**src/rtl/uart_tx_fifo_if.sv**
```systemverilog
// Handshake bundle between the system writer, the tx FIFO and the UART transmitter.
// The overflow/ovf_clr pair exists only when UART_TX_FIFO_OVERFLOW_EN is defined.
interface uart_tx_fifo_if #(
  parameter int unsigned data_width = 8,
  parameter int unsigned depth      = 16
) ();
  localparam int unsigned CountW = $clog2(depth) + 1;

  logic                  wr_en;
  logic [data_width-1:0] wr_data;
  logic                  full;
  logic                  empty;
  logic [CountW-1:0]     count;
  logic                  tx_en;
  logic [data_width-1:0] data_in;
  logic                  busy;
`ifdef UART_TX_FIFO_OVERFLOW_EN
  logic                  ovf_clr;
  logic                  overflow;

  modport master (
    output wr_en, wr_data, busy, ovf_clr,
    input  full, empty, count, tx_en, data_in, overflow
  );

  modport slave (
    input  wr_en, wr_data, busy, ovf_clr,
    output full, empty, count, tx_en, data_in, overflow
  );
`else
  modport master (
    output wr_en, wr_data, busy,
    input  full, empty, count, tx_en, data_in
  );

  modport slave (
    input  wr_en, wr_data, busy,
    output full, empty, count, tx_en, data_in
  );
`endif
endinterface

```
**src/rtl/uart_tx_fifo.sv**
```systemverilog
// Byte FIFO in the tx_clk domain that launches stored words into the UART transmitter.
// Define UART_TX_FIFO_OVERFLOW_EN to add a sticky overflow flag with ovf_clr.
module uart_tx_fifo #(
  parameter int unsigned data_width = 8,
  parameter int unsigned depth      = 16
) (
  input logic           clk,
  input logic           rst,
  uart_tx_fifo_if.slave bus
);
  localparam int unsigned AddrW  = $clog2(depth);
  localparam int unsigned CountW = AddrW + 1;

  typedef enum logic [1:0] {
    IDLE    = 2'd0,
    LAUNCH  = 2'd1,
    SENDING = 2'd2
  } state_e;

  state_e                state_q;
  logic [data_width-1:0] mem_q [depth];
  logic [AddrW-1:0]      wr_ptr_q, wr_ptr_d;
  logic [AddrW-1:0]      rd_ptr_q, rd_ptr_d;
  logic [CountW-1:0]     count_q, count_d;
  logic                  full_q, empty_q;
  logic                  tx_en_q;
  logic [data_width-1:0] data_in_q;
  logic                  push_c, pop_c;

  // Fullness is judged on the registered count, before any same-cycle pop.
  assign push_c = bus.wr_en && !full_q;
  assign pop_c  = (state_q == LAUNCH) && bus.busy;

  always_comb begin : ptr_next
    wr_ptr_d = wr_ptr_q;
    rd_ptr_d = rd_ptr_q;
    count_d  = count_q;
    if (push_c) begin
      wr_ptr_d = wr_ptr_q + AddrW'(1);
    end
    if (pop_c) begin
      rd_ptr_d = rd_ptr_q + AddrW'(1);
    end
    count_d = count_q + CountW'(push_c) - CountW'(pop_c);
  end

  always_ff @(posedge clk) begin : ptr_regs
    if (rst) begin
      wr_ptr_q <= '0;
      rd_ptr_q <= '0;
      count_q  <= '0;
      full_q   <= 1'b0;
      empty_q  <= 1'b1;
    end else begin
      wr_ptr_q <= wr_ptr_d;
      rd_ptr_q <= rd_ptr_d;
      count_q  <= count_d;
      full_q   <= (count_d == CountW'(depth));
      empty_q  <= (count_d == '0);
    end
  end

  // Storage array carries no reset; only slots between rd_ptr and wr_ptr are ever read.
  always_ff @(posedge clk) begin : storage
    if (!rst && push_c) begin
      mem_q[wr_ptr_q] <= bus.wr_data;
    end
  end

  // Launch FSM: present a word, wait for the transmitter to take it, wait for the frame to end.
  always_ff @(posedge clk) begin : launch_fsm
    if (rst) begin
      state_q   <= IDLE;
      tx_en_q   <= 1'b0;
      data_in_q <= '0;
    end else begin
      case (state_q)
        IDLE: begin
          if (!empty_q) begin
            state_q   <= LAUNCH;
            tx_en_q   <= 1'b1;
            data_in_q <= mem_q[rd_ptr_q];
          end
        end
        LAUNCH: begin
          if (bus.busy) begin
            state_q <= SENDING;
            tx_en_q <= 1'b0;
          end
        end
        SENDING: begin
          if (!bus.busy) begin
            state_q <= IDLE;
          end
        end
        default: begin
          state_q <= IDLE;
          tx_en_q <= 1'b0;
        end
      endcase
    end
  end

`ifdef UART_TX_FIFO_OVERFLOW_EN
  logic overflow_q;

  // Sticky: a dropped write in the same cycle as ovf_clr keeps the flag set.
  always_ff @(posedge clk) begin : ovf_reg
    if (rst) begin
      overflow_q <= 1'b0;
    end else if (bus.wr_en && full_q) begin
      overflow_q <= 1'b1;
    end else if (bus.ovf_clr) begin
      overflow_q <= 1'b0;
    end
  end

  assign bus.overflow = overflow_q;
`endif

  assign bus.full    = full_q;
  assign bus.empty   = empty_q;
  assign bus.count   = count_q;
  assign bus.tx_en   = tx_en_q;
  assign bus.data_in = data_in_q;

endmodule

```
**src/flat_wrapper.sv**
```systemverilog
// flat-port wrapper written by rule: the top's interface ports become plain ports
module uart_tx_fifo_flat 
#(
  parameter int unsigned data_width = 8,
  parameter int unsigned depth      = 16
)
  (clk, rst, bus_wr_en, bus_wr_data, bus_busy, bus_full, bus_empty, bus_count, bus_tx_en, bus_data_in);
  uart_tx_fifo_if #(.data_width(data_width), .depth(depth)) bus_i ();
  input logic clk;
  input logic rst;
  input wire logic [$bits(bus_i.wr_en)-1:0] bus_wr_en;
  input wire logic [$bits(bus_i.wr_data)-1:0] bus_wr_data;
  input wire logic [$bits(bus_i.busy)-1:0] bus_busy;
  output wire logic [$bits(bus_i.full)-1:0] bus_full;
  output wire logic [$bits(bus_i.empty)-1:0] bus_empty;
  output wire logic [$bits(bus_i.count)-1:0] bus_count;
  output wire logic [$bits(bus_i.tx_en)-1:0] bus_tx_en;
  output wire logic [$bits(bus_i.data_in)-1:0] bus_data_in;
  assign bus_i.wr_en = bus_wr_en;
  assign bus_i.wr_data = bus_wr_data;
  assign bus_i.busy = bus_busy;
  assign bus_full = bus_i.full;
  assign bus_empty = bus_i.empty;
  assign bus_count = bus_i.count;
  assign bus_tx_en = bus_i.tx_en;
  assign bus_data_in = bus_i.data_in;
  uart_tx_fifo #(.data_width(data_width), .depth(depth)) u_core (.clk(clk), .rst(rst), .bus(bus_i));
endmodule
```
**config.mk**
```make
export PLATFORM = sky130hd
export DESIGN_NAME = uart_tx_fifo_flat
export DESIGN_NICKNAME = d
export VERILOG_FILES = /design/src/rtl/uart_tx_fifo_if.sv /design/src/rtl/uart_tx_fifo.sv /design/src/flat_wrapper.sv
export SDC_FILE = /design/constraint.sdc
export NUM_CORES = 1
export LEC_CHECK = 0
export BUFFER_PORTS_ARGS = -buffer_cell sky130_fd_sc_hd__buf_2
export CORE_MARGIN = 2
export CORE_UTILIZATION = 50
export CTS_CLUSTER_SIZE = 30
export DETAILED_ROUTE_END_ITERATION = 10
export GPL_TIMING_DRIVEN = 1
export PLACE_DENSITY = 0.67
export SYNTH_ARGS = -nofsm -noshare
export SYNTH_HDL_FRONTEND = slang
export SYNTH_SLANG_ARGS = --single-unit
```
**constraint.sdc**
```tcl
create_clock -name clk -period 3.1 [get_ports clk]
set_input_delay 0.31 -clock clk [delete_from_list [all_inputs] [get_ports clk]]
set_output_delay 0.31 -clock clk [all_outputs]
set_load 0.01 [all_outputs]
```
== After elaboration in Yosys (flattened, before gate mapping) ==
Memory sizes are Yosys's and may differ from the RTL's. A register that Yosys moved wholly into a read port is not among the register bits.
Cells that the tools add are included.
Cells by class
  bitwise operators: 2
  mux-type cells: 9
  reductions and logical operators: 10
  add/sub/neg operators: 4
  equal/unequal tests: 6
Operators by type and width (number)
  4-bit by 1-bit adder with 4-bit output, second input constant: 2
  2-bit 2-to-1 mux: 3
  2-bit != test, second input constant: 3
  2-bit case mux with 3 select lines: 1
  3-bit AND reduction: 2
  5-bit by 1-bit adder with 5-bit output: 1
  5-bit equality test, second input constant: 1
  5-bit zero test: 1
  5-bit by 1-bit subtractor with 5-bit output: 1
  1-bit 2-to-1 mux: 4
  1-bit logical AND: 3
  1-bit case mux with 3 select lines: 1
  2-bit by 1-bit equality test with 1-bit output, second input constant: 1
  2-bit equality test, second input constant: 1
  1-bit zero test: 2
  2-bit zero test: 1
  1-bit NOT: 2
  2-bit AND reduction: 1
Word-level totals
  bits in writable memories: 128
  flip-flop bits (word level): 18
  memories: 1
Memory list
  u_core.mem_q: words 16, bits a word 8, read ports 1, clocked after memory_dff 1, wr ports 1, line uart_tx_fifo.sv:21  | logic [data_width-1:0] mem_q [depth];

== Logic depth before layout (Yosys ltp) ==
Gate-level depths: netlist of run 1.
  word-level depth: 5
  depth in mapped cells: 10
  mapped depth without buffers: 9

== Worst setup path after synthesis of run 1 ==
Ideal clock, no wire load.
  kind: reg2reg
  start: reg u_core.state_q[1]
  end: reg u_core.full_q, in the netlist u_core.bus.full
  slack: 699 ps
  stages on the path, launching flop included: 10
  period minus slack after synthesis: 2401 ps
  data arrival time: 2305 ps
  path through: dfxtp_1 and3b_1 clkbuf_1 ha_1 inv_1 ha_1 fa_1 xor2_1 or3_1 nor4b_1
On the way
  longest elaborated chain between the ends: 4
RTL lines
  start: declaration: line uart_tx_fifo.sv:20  | state_e state_q;
  start signal: assignment: line uart_tx_fifo.sv:73  | state_q <= IDLE;
  start signal: assignment: line uart_tx_fifo.sv:80  | state_q <= LAUNCH;
  start signal: assignment: line uart_tx_fifo.sv:87  | state_q <= SENDING;
  2-bit by 1-bit equality test with 1-bit output: line uart_tx_fifo.sv:32  | assign pop_c = (state_q == LAUNCH) && bus.busy;
  1-bit logical AND: line uart_tx_fifo.sv:32
  via u_core.pop_c: line uart_tx_fifo.sv:28  | logic push_c, pop_c;
  5-bit by 1-bit subtractor with 5-bit output: line uart_tx_fifo.sv:44  | count_d = count_q + CountW'(push_c) - CountW'(pop_c);
  5-bit equality test: line uart_tx_fifo.sv:58  | full_q <= (count_d == CountW'(depth));
  end signal: assignment: line uart_tx_fifo.sv:58
  end: declaration: line uart_tx_fifo.sv:25  | logic full_q, empty_q;
The timed path passes the listed nets, and every way through them passes these cells.
A chain may end at the register's enable or synchronous reset.

== Worst setup path in the final report of run 1 ==
  start: reg u_core.state_q[1]
  end: reg u_core.full_q, in the netlist u_core.bus.full
On the way
  longest elaborated chain between the ends: 4
RTL lines (line)
  2-bit by 1-bit equality test with 1-bit output: uart_tx_fifo.sv:32
  1-bit logical AND: uart_tx_fifo.sv:32
  5-bit by 1-bit subtractor with 5-bit output: uart_tx_fifo.sv:44
  5-bit equality test: uart_tx_fifo.sv:58
No other way between the ends.

==> metrics.txt, run 1 <==
vias in the first global route=between 3000 and 4000; post-synthesis cell type count=44; IO Port Bufs=27; CP top delay family=adder cells; combinational share of power=0.158; Tcrit/Tclk final=0.7967; total setup buffers inserted after CTS=0; dpl cells=roughly 530; crit-path cells=and3b_1, ha_1, inv_1, ha_1, fa_1, xor2_1, or3_1, nor4b_1; R2R cell count=8; worst slew pin tran=between 0.9 and 1 ns; gpl congestion=0.7378; Total GRT Usage=0.1960; RSZ-0062 raised after global routing=no; row count=40; Worst EP arrival=around 2.8 ns; placed cell area=approximately 6500 sq um; final-report hold violation count=0; CTS H-tree lvls=4; Post-synth EDFFs=between 100 and 150; CP Class=reg2reg; asr flop ratio synth=0; Clock Pin Slew Worst Setup and Hold Paths=approximately 0.060 ns; drt wl/cell=~21 microns; Starting DRT DRC Count=311; most frequent cells in the layout=edfxtp_1 (128), nor2_1 (32), buf_2 (27), dfxtp_1 (25), mux2i_1 (23); # IOs=28; Pwr per Cell Area=~760 nW/um^2; Hold Path Depth=2; final setup vio count=0; sequential share of the synthesized area=0.7136; Net Switching=around 1.3 mW; Crit path depth=8; Finished Cell Area=approximately 7100 sq um; Primary FF master, synth=edfxtp_1; fin nets=421; #FFs+latches synth=about 150; final slew viol count=0; status=finished clean; Yosys Warn Count=0; max-cap violations=0; clock sinks=154; commonest non-fill, non-tap cell in the layout=edfxtp_1; initial antenna violation count=0; CTS Buf Count=17; most frequent CP cell=ha_1; slowest CP cell=fa_1; Post-Route Setup TNS=0 ns; drt total wl=11690 microns; Core Box Area=around 12000 sq um; pin count of the biggest net entering global routing=26; Achievable Freq=404.9 MHz; DR vias=3134; first-pass GRT wire length=roughly 18000 microns; min-delay worst type=in2reg; Vias/cell=roughly 5.6; worst-skew pair later-pin latency=0.42 ns; Lkg Pwr=roughly 2.4 nW; critical path capture point type=flip-flop; worst vdd ir=0.5267 mV; # DRC=0; Detailed Place HPWL=about 7600 microns; Clock Power Share=0.388; Non-Filler Instances=between 500 and 600; Die W=114.6 microns; Slew HR=0.3936; Mapped Nets=370; CTS tree=built; area delta synth->final=16.24%; share of cells above drive strength 1=0.2409; hold_buf cts=0; Crit Path Max Fanout=5; drt first pass iters=5; cts repair resizes=0; die area=between 10000 and 15000 sq um; Max clock buf depth=2; switching portion of total power=0.2421; Syn Inst Count=347; Tmin final=2.470 ns; Mapped Area=6116 sq um; Critical path buffers and inverters=1; Post-DRT Antenna Nets=0; Vert. Die Dim=114.6 microns; register share of total power=0.453; slowest stage delay, CP=about 0.4 ns; CP startpoint kind=flip-flop; remaining global-route overflow=0; Avg Cell Area, Syn=approximately 18 sq um; Initial Util=0.5113; Int Power=4.111 mW; ANT cells=0; CP required=between 3 and 4 ns; CTS root buf=clkbuf_16; worst-case clock skew=roughly 0.01 ns
-- final timing paths --
check | from | end | slack [ns]
setup / recovery | u_core.state_q[1] | u_core.bus.full | 0.63
hold / removal | bus_busy | u_core.state_q[0] | 0.13
setup reg to reg | u_core.state_q[1] | u_core.bus.full | 0.63
hold reg to reg | u_core.bus.data_in[1] | u_core.bus.data_in[1] | 0.48
-- cell type report --
cell class / instances / area [sq um]
multi-input cells: 171 / 1632
flip-flops and latches: 154 / 4365
clock inverters: 14 / 178.9
clock buffers: 18 / 429.2
fillers: 875 / 4852
inverters: 8 / 30.03
well taps: 147 / 183.9
repair buffers: 46 / 290.3
-- power groups by stage --
stage               clock network [mW]  registers [mW]  logic, mW
floorplan                            0            2.50      0.606
CTS                               2.14            2.46      0.876
global route                      2.24            2.48      0.973
global placement                     0            2.50      0.849
detailed placement                   0            2.50      0.869
finish                            2.11            2.46      0.858
-- cell families (layout without fill, tap and decap cells) --
family / count (synthesis) / in the layout / synth area share
adders and majority gates: 11 / 11 / 0.02373
AOI/OAI and AO/OA: 29 / 29 / 0.03478
DFF: 154 / 154 / 0.7136
buffers and inverters: 22 / 86 / 0.01964
xor gates and xnor gates: 11 / 11 / 0.01575
muxes: 49 / 49 / 0.1352
and+or+nand+nor: 71 / 71 / 0.05728
-- synthesized netlist by cell type, drive strengths merged (3+ instances only) --
cell	count	area, sq um
nand2	10	37.54
inv	8	30.03
nor2	32	120.1
nor3	3	15.01
xnor2	4	35.03
buf	9	71.32
a22oi	4	30.03
nor2b	8	50.05
ha	10	125.1
dfxtp	26	520.5
nand2b	4	25.02
mux4	24	570.6
o21ai	5	25.02
a21oi	4	20.02
xor2	7	61.31
edfxtp	128	3844
a32oi	4	35.03
mux2i	23	230.2
clkbuf	5	18.77
-- routing by layer --
metal  up-vias  track usage  share of wire
met3        15      0.04764          0.050
li1       1465            -              -
met5         -            0              0
met1      1578       0.2602           0.44
met2        76       0.3132           0.49
met4         0      0.07886          0.014
-- sequential cells by signal, summed over array words and instances, names as in the netlist --
name / flops
u_core.mem_q: 128
u_core.wr_ptr_q: 4
u_core.bus.tx_en: 1
u_core.bus.data_in: 8
u_core.bus.empty: 1
u_core.state_q: 2
u_core.bus.full: 1
u_core.rd_ptr_q: 4
u_core.bus.count: 5
-- through the flow --
| step | hold slack (ns) | setup WS (ns) | total power, mW | utilization |
|---|---|---|---|---|
| 6_report | 0.1295 | 0.6303 | 5.424 | 0.5944 |
| 5_1_grt | 0.1327 | 0.4380 | 5.688 | 0.5944 |
| 4_1_cts | 0.1219 | 0.6086 | 5.480 | 0.5944 |
| 3_5_place_dp | 0.4543 | 0.5887 | 3.374 | 0.5435 |
| 3_3_place_gp | 0.4588 | 0.6393 | 3.351 | 0.5435 |
| 2_1_floorplan | 0.4015 | 0.6989 | 3.109 | - |
No activity file was read; power rests on OpenSTA's default activity.
==> inputs of run 2 (changes only) <==
==> constraint.sdc (replaced) <==
create_clock -name clk -period 2.3 [get_ports clk]
set_input_delay 0.23 -clock clk [delete_from_list [all_inputs] [get_ports clk]]
set_output_delay 0.23 -clock clk [all_outputs]
set_load 0.01 [all_outputs]
==> run 2 against run 1 <==
  * Setup slack got worse by 0.58 ns
  * Final area increased by 1.7%
  * Count of clock-buffer cells in the layout unchanged
  * Sequential share of layout area decreased by 0.99 points
  * Critical path depth unchanged
  * Sequential cell count unchanged
  * Worst hold slack got worse by 0.069 ns
  * Sequential power increased by 34%
  * Fmax increased by 9.6%
  * Routed wire length decreased by 3.0%
  * Via count increased by 0.51%
  * Clock power increased by 34%
  * Critical path type unchanged
==> metrics.txt, run 2 (same netlist as run 1, synthesis figures left out) <==
ANT cells=0; Top reg by flops=u_core.mem_q; drt wl/cell=between 15 and 20 microns; cts repair resizes=0; final slew viol count=0; total setup buffers inserted after CTS=0; Min-Delay Startpoint=bus_busy; reg2reg start=u_core.state_q[1]; CP Class=reg2reg; drt first pass iters=4; Finished Cell Area=between 7000 and 8000 sq um; CTS root buf=clkbuf_16; IO Port Bufs=27; dpl cells=541; CP startpoint kind=flip-flop; CTS tree=built; die area=approximately 13000 sq um; area delta synth->final=18.19%; Pwr per Cell Area=a little over 1000 nW/um^2; CTS Buf Count=17; crit-path cells=and3b_1, ha_1, inv_1, ha_1, fa_2, xor2_1, or3_1, nor4b_1; most frequent cells in the layout=edfxtp_1 (128), buf_4 (33), nor2_1 (32), buf_2 (27), dfxtp_1 (24); Crit Path Max Fanout=2; drt total wl=11340 microns; status=finished clean; Tcrit/Tclk final=0.9795; Tmin final=2.253 ns; fin nets=436; critical path capture point type=flip-flop; final-report hold violation count=0; Clock Pin Slew Worst Setup and Hold Paths=~0.060 ns; Starting DRT DRC Count=~190; CP top delay family=adder cells; max reg flops=roughly 130; most frequent CP cell=ha_1; max-cap violations=0; Max clock buf depth=2; commonest non-fill, non-tap cell in the layout=edfxtp_1; worst-skew pair later-pin latency=just over 0.4 ns; RSZ-0062 raised after global routing=yes; CP required=around 2.6 ns; Post-DRT Antenna Nets=0; Lkg Pwr=2.480 nW; Final Hold Slack=just over 0.06 ns; Vert. Die Dim=~110 microns; row count=40; vias in the first global route=a little over 3000; min-delay worst type=in2reg; # DRC=0; slowest CP cell=fa_2; initial antenna violation count=0; final core utilization=0.6043; worst vdd ir=0.9788 mV; remaining global-route overflow=0; worst-case clock skew=0.005726 ns; hold_buf cts=0; Total GRT Usage=0.1889; final setup vio count=0; share of cells above drive strength 1=0.2653; Non-Filler Instances=~570; Core Box Area=~12000 sq um; total power=between 7 and 8 mW; Die W=114.6 microns; placed cell area=between 6000 and 7000 sq um; Worst EP arrival=approximately 2.6 ns; first-pass GRT wire length=about 17000 microns; Critical path buffers and inverters=1; CTS H-tree lvls=4; worst slew pin tran=0.8585 ns; Vias/cell=between 5 and 6; # IOs=28; Detailed Place HPWL=7472 microns; slowest stage delay, CP=about 0.36 ns; Slew HR=0.4256; DR vias=approximately 3200; Initial Util=0.5113; clock sinks=roughly 150; filler instances=slightly below 900; gpl congestion=~0.74; worst setup path startpoint=u_core.state_q[1]; Achievable Freq=between 400 and 500 MHz; pin count of the biggest net entering global routing=26
[run 2: changes by cell type in the layout (fill, tap and decap cells not counted), sizes merged]
cell / delta
inv: +1
buf: +15
clkinv: -1
[run 2: stage by stage]
step                setup TNS (ns)  worst slack [ns]
floorplan                        0          0.004206
global placement                 0           0.05935
detailed placement               0           0.01940
CTS                              0           0.04560
global route              -0.01663          -0.01663
finish                           0           0.04708
[run 2: final timing paths]
kind | end | cells after the start | slack (ns)
setup reg to reg | u_core.bus.full | 8 | 0.05
hold / removal | u_core.state_q[0] | 2 | 0.06
hold reg to reg | u_core.bus.data_in[2] | 2 | 0.47
setup / recovery | u_core.bus.full | 8 | 0.05
[run 2: cell type report]
type                            instances  area [sq um]  area share
Clock buffer                           18         429.2     0.05937
Clock inverter                         14         177.7     0.02458
Inverter                                8         30.03    0.004154
Multi-Input combinational cell        171          1638      0.2266
Sequential cell                       154          4367      0.6041
Tap cell                              147         183.9     0.02545
Timing Repair Buffer                   61         402.9     0.05574
[run 2: where the power goes]
| group | internal, mW | switching [mW] |
|---|---|---|
| clock network | 1.80 | 1.03 |
| logic | 0.623 | 0.646 |
| registers | 3.19 | 0.109 |
| total | 5.61 | 1.79 |
[run 2: layer usage]
| layer | GRT usage | vias up | part of all wire |
|---|---|---|---|
| met2 | 0.2828 | 74 | 0.47 |
| met5 | 0 | - | 0 |
| met1 | 0.2618 | 1564 | 0.46 |
| li1 | - | 1491 | - |
| met4 | 0.08699 | 0 | 0.025 |
| met3 | 0.04870 | 21 | 0.045 |
==> inputs of run 3 (changes only) <==
--- a/config.mk
+++ b/config.mk
@@ -8,6 +8,8 @@
 export BUFFER_PORTS_ARGS = -buffer_cell sky130_fd_sc_hd__buf_2
 export CORE_MARGIN = 2
 export CORE_UTILIZATION = 50
+export CTS_BUF_LIST = sky130_fd_sc_hd__clkbuf_8
+export CTS_CLUSTER_DIAMETER = 40
 export CTS_CLUSTER_SIZE = 30
 export DETAILED_ROUTE_END_ITERATION = 10
 export GPL_TIMING_DRIVEN = 1
==> run 3 against run 2 <==
  * Count of clock-buffer cells in the layout decreased by 1
  * Register-to-register slack hardly changed
  * Sequential power about the same
  * Die area is the same
  * First-iteration DRC count up 14%
  * Critical path type unchanged
  * Critical endpoint unchanged
  * Highest routed layer unchanged
==> metrics.txt, run 3 (same netlist as run 1, synthesis figures left out) <==
slowest stage delay, CP=roughly 0.36 ns; CTS root buf=clkbuf_8; final setup vio count=0; hold_buf cts=0; worst slew pin tran=around 0.9 ns; # IOs=28; most frequent CP cell=ha_1; Max clock buf depth=2; worst vdd ir=slightly below 1 mV; status=finished clean; R2R cell count=8; DR vias=between 3000 and 4000; Hold Path Sink=u_core.state_q[0]; Final Hold Slack=0.02552 ns; first-pass GRT wire length=17430 microns; drt wl/cell=19.75 microns; worst-case clock skew=just under 0.008 ns; row count=40; worst reg-to-reg setup slack=~0.059 ns; Die W=about 110 microns; vias in the first global route=3089; Lkg Pwr=2.404 nW; pin count of the biggest net entering global routing=26; crit-path cells=and3b_1, ha_1, inv_1, ha_1, fa_2, xor2_1, or3_1, nor4b_2; most frequent cells in the layout=edfxtp_1 (128), buf_4 (33), nor2_1 (32), buf_2 (27), dfxtp_1 (24); CTS tree=built; CP required=between 2 and 3 ns; Detailed Place HPWL=7472 microns; final-report hold violation count=0; Clock Pin Slew Worst Setup and Hold Paths=~0.080 ns; worst r2r dst=u_core.bus.full; drt total wl=11320 microns; drt first pass iters=4; share of cells above drive strength 1=0.2700; Vert. Die Dim=~110 microns; Min-Delay Startpoint=bus_busy; max-cap violations=0; worst-skew pair later-pin latency=between 0.4 and 0.5 ns; commonest non-fill, non-tap cell in the layout=edfxtp_1; Crit Path Max Fanout=2; CP startpoint kind=flip-flop; Slew HR=0.4053; fin nets=between 400 and 500; Hold Path Depth=2; ANT cells=0; gpl congestion=approximately 0.74; slowest CP cell=fa_2; remaining global-route overflow=0; Vias/cell=5.476; final slew viol count=0; initial antenna violation count=0; Core Box Area=11960 sq um; critical path capture point type=flip-flop; RSZ-0062 raised after global routing=yes; Pwr per Cell Area=~950 nW/um^2; CP Class=reg2reg; Achievable Freq=about 450 MHz; IO Port Bufs=27; die area=approximately 13000 sq um; dpl cells=between 500 and 600; Worst EP arrival=2.60 ns; clock sinks=between 150 and 200; min-delay worst type=in2reg; CTS Buf Count=17; Initial Util=0.5113; area delta synth->final=15.28%; CTS H-tree lvls=4; Top reg by flops=u_core.mem_q; Tmin final=2.241 ns; Non-Filler Instances=approximately 570; Post-Route Setup TNS=0 ns; Total GRT Usage=0.1892; reg2reg start=u_core.state_q[1]; # DRC=0; Tcrit/Tclk final=0.9742; Post-DRT Antenna Nets=0; max reg flops=between 100 and 150; Starting DRT DRC Count=211
run 3: how the worst max path moves through the flow:
stage                            from  slack [ns]               to
floorplan           u_core.state_q[1]       0.004  u_core.bus.full
global placement             bus_busy        0.06  u_core.bus.full
detailed placement           bus_busy        0.02  u_core.bus.full
CTS                 u_core.state_q[1]        0.04  u_core.bus.full
global route        u_core.state_q[1]       -0.05  u_core.bus.full
finish              u_core.state_q[1]        0.06  u_core.bus.full
run 3: power breakdown:
part | total (mW) | switching [mW] | internal, mW
sequential | 3.29 | 0.109 | 3.18
combinational | 1.32 | 0.666 | 0.653
clock | 2.10 | 0.940 | 1.16
run 3: layer usage:
layer / global-route usage / up-vias / routed length (microns)
li1: - / 1489 / -
met1: 0.2607 / 1545 / 5152
met2: 0.2821 / 81 / 5243
met3: 0.04870 / 23 / 593
met4: 0.09350 / 0 / 327
met5: 0 / - / 0
run 3: cell type report:
cell class,count,area (sq um)
fillers,911,4911
flip-flops and latches,154,4367
multi-input cells,171,1652
repair buffers,61,402.9
clock buffers,17,234.0
well taps,147,183.9
clock inverters,15,181.4
inverters,8,30.03
run 3: per-stage QoR:
step	area [sq um]	worst slack, ns	total power [mW]	utilization
2_1_floorplan	6121	0.004206	4.195	-
3_3_place_gp	6618	0.05935	4.580	0.5532
3_5_place_dp	6618	0.01940	4.622	0.5532
4_1_cts	7033	0.03669	6.718	0.5880
5_1_grt	7051	-0.05348	7.044	0.5894
6_report	7051	0.05933	6.715	0.5894
run 3: critical path, delay by kind of cell (launching register included):
kind	cells	cell delay (ns)
xor+xnor	1	0.17
fa+ha+maj	3	0.85
buf+inv	1	0.04
simple gates	3	0.77
flops	1	0.33
run 3: what timing repair did:
action,4_1_cts,5_1_grt
resized for setup,0,3
setup endpoints to repair,0,2
setup buffers,0,0
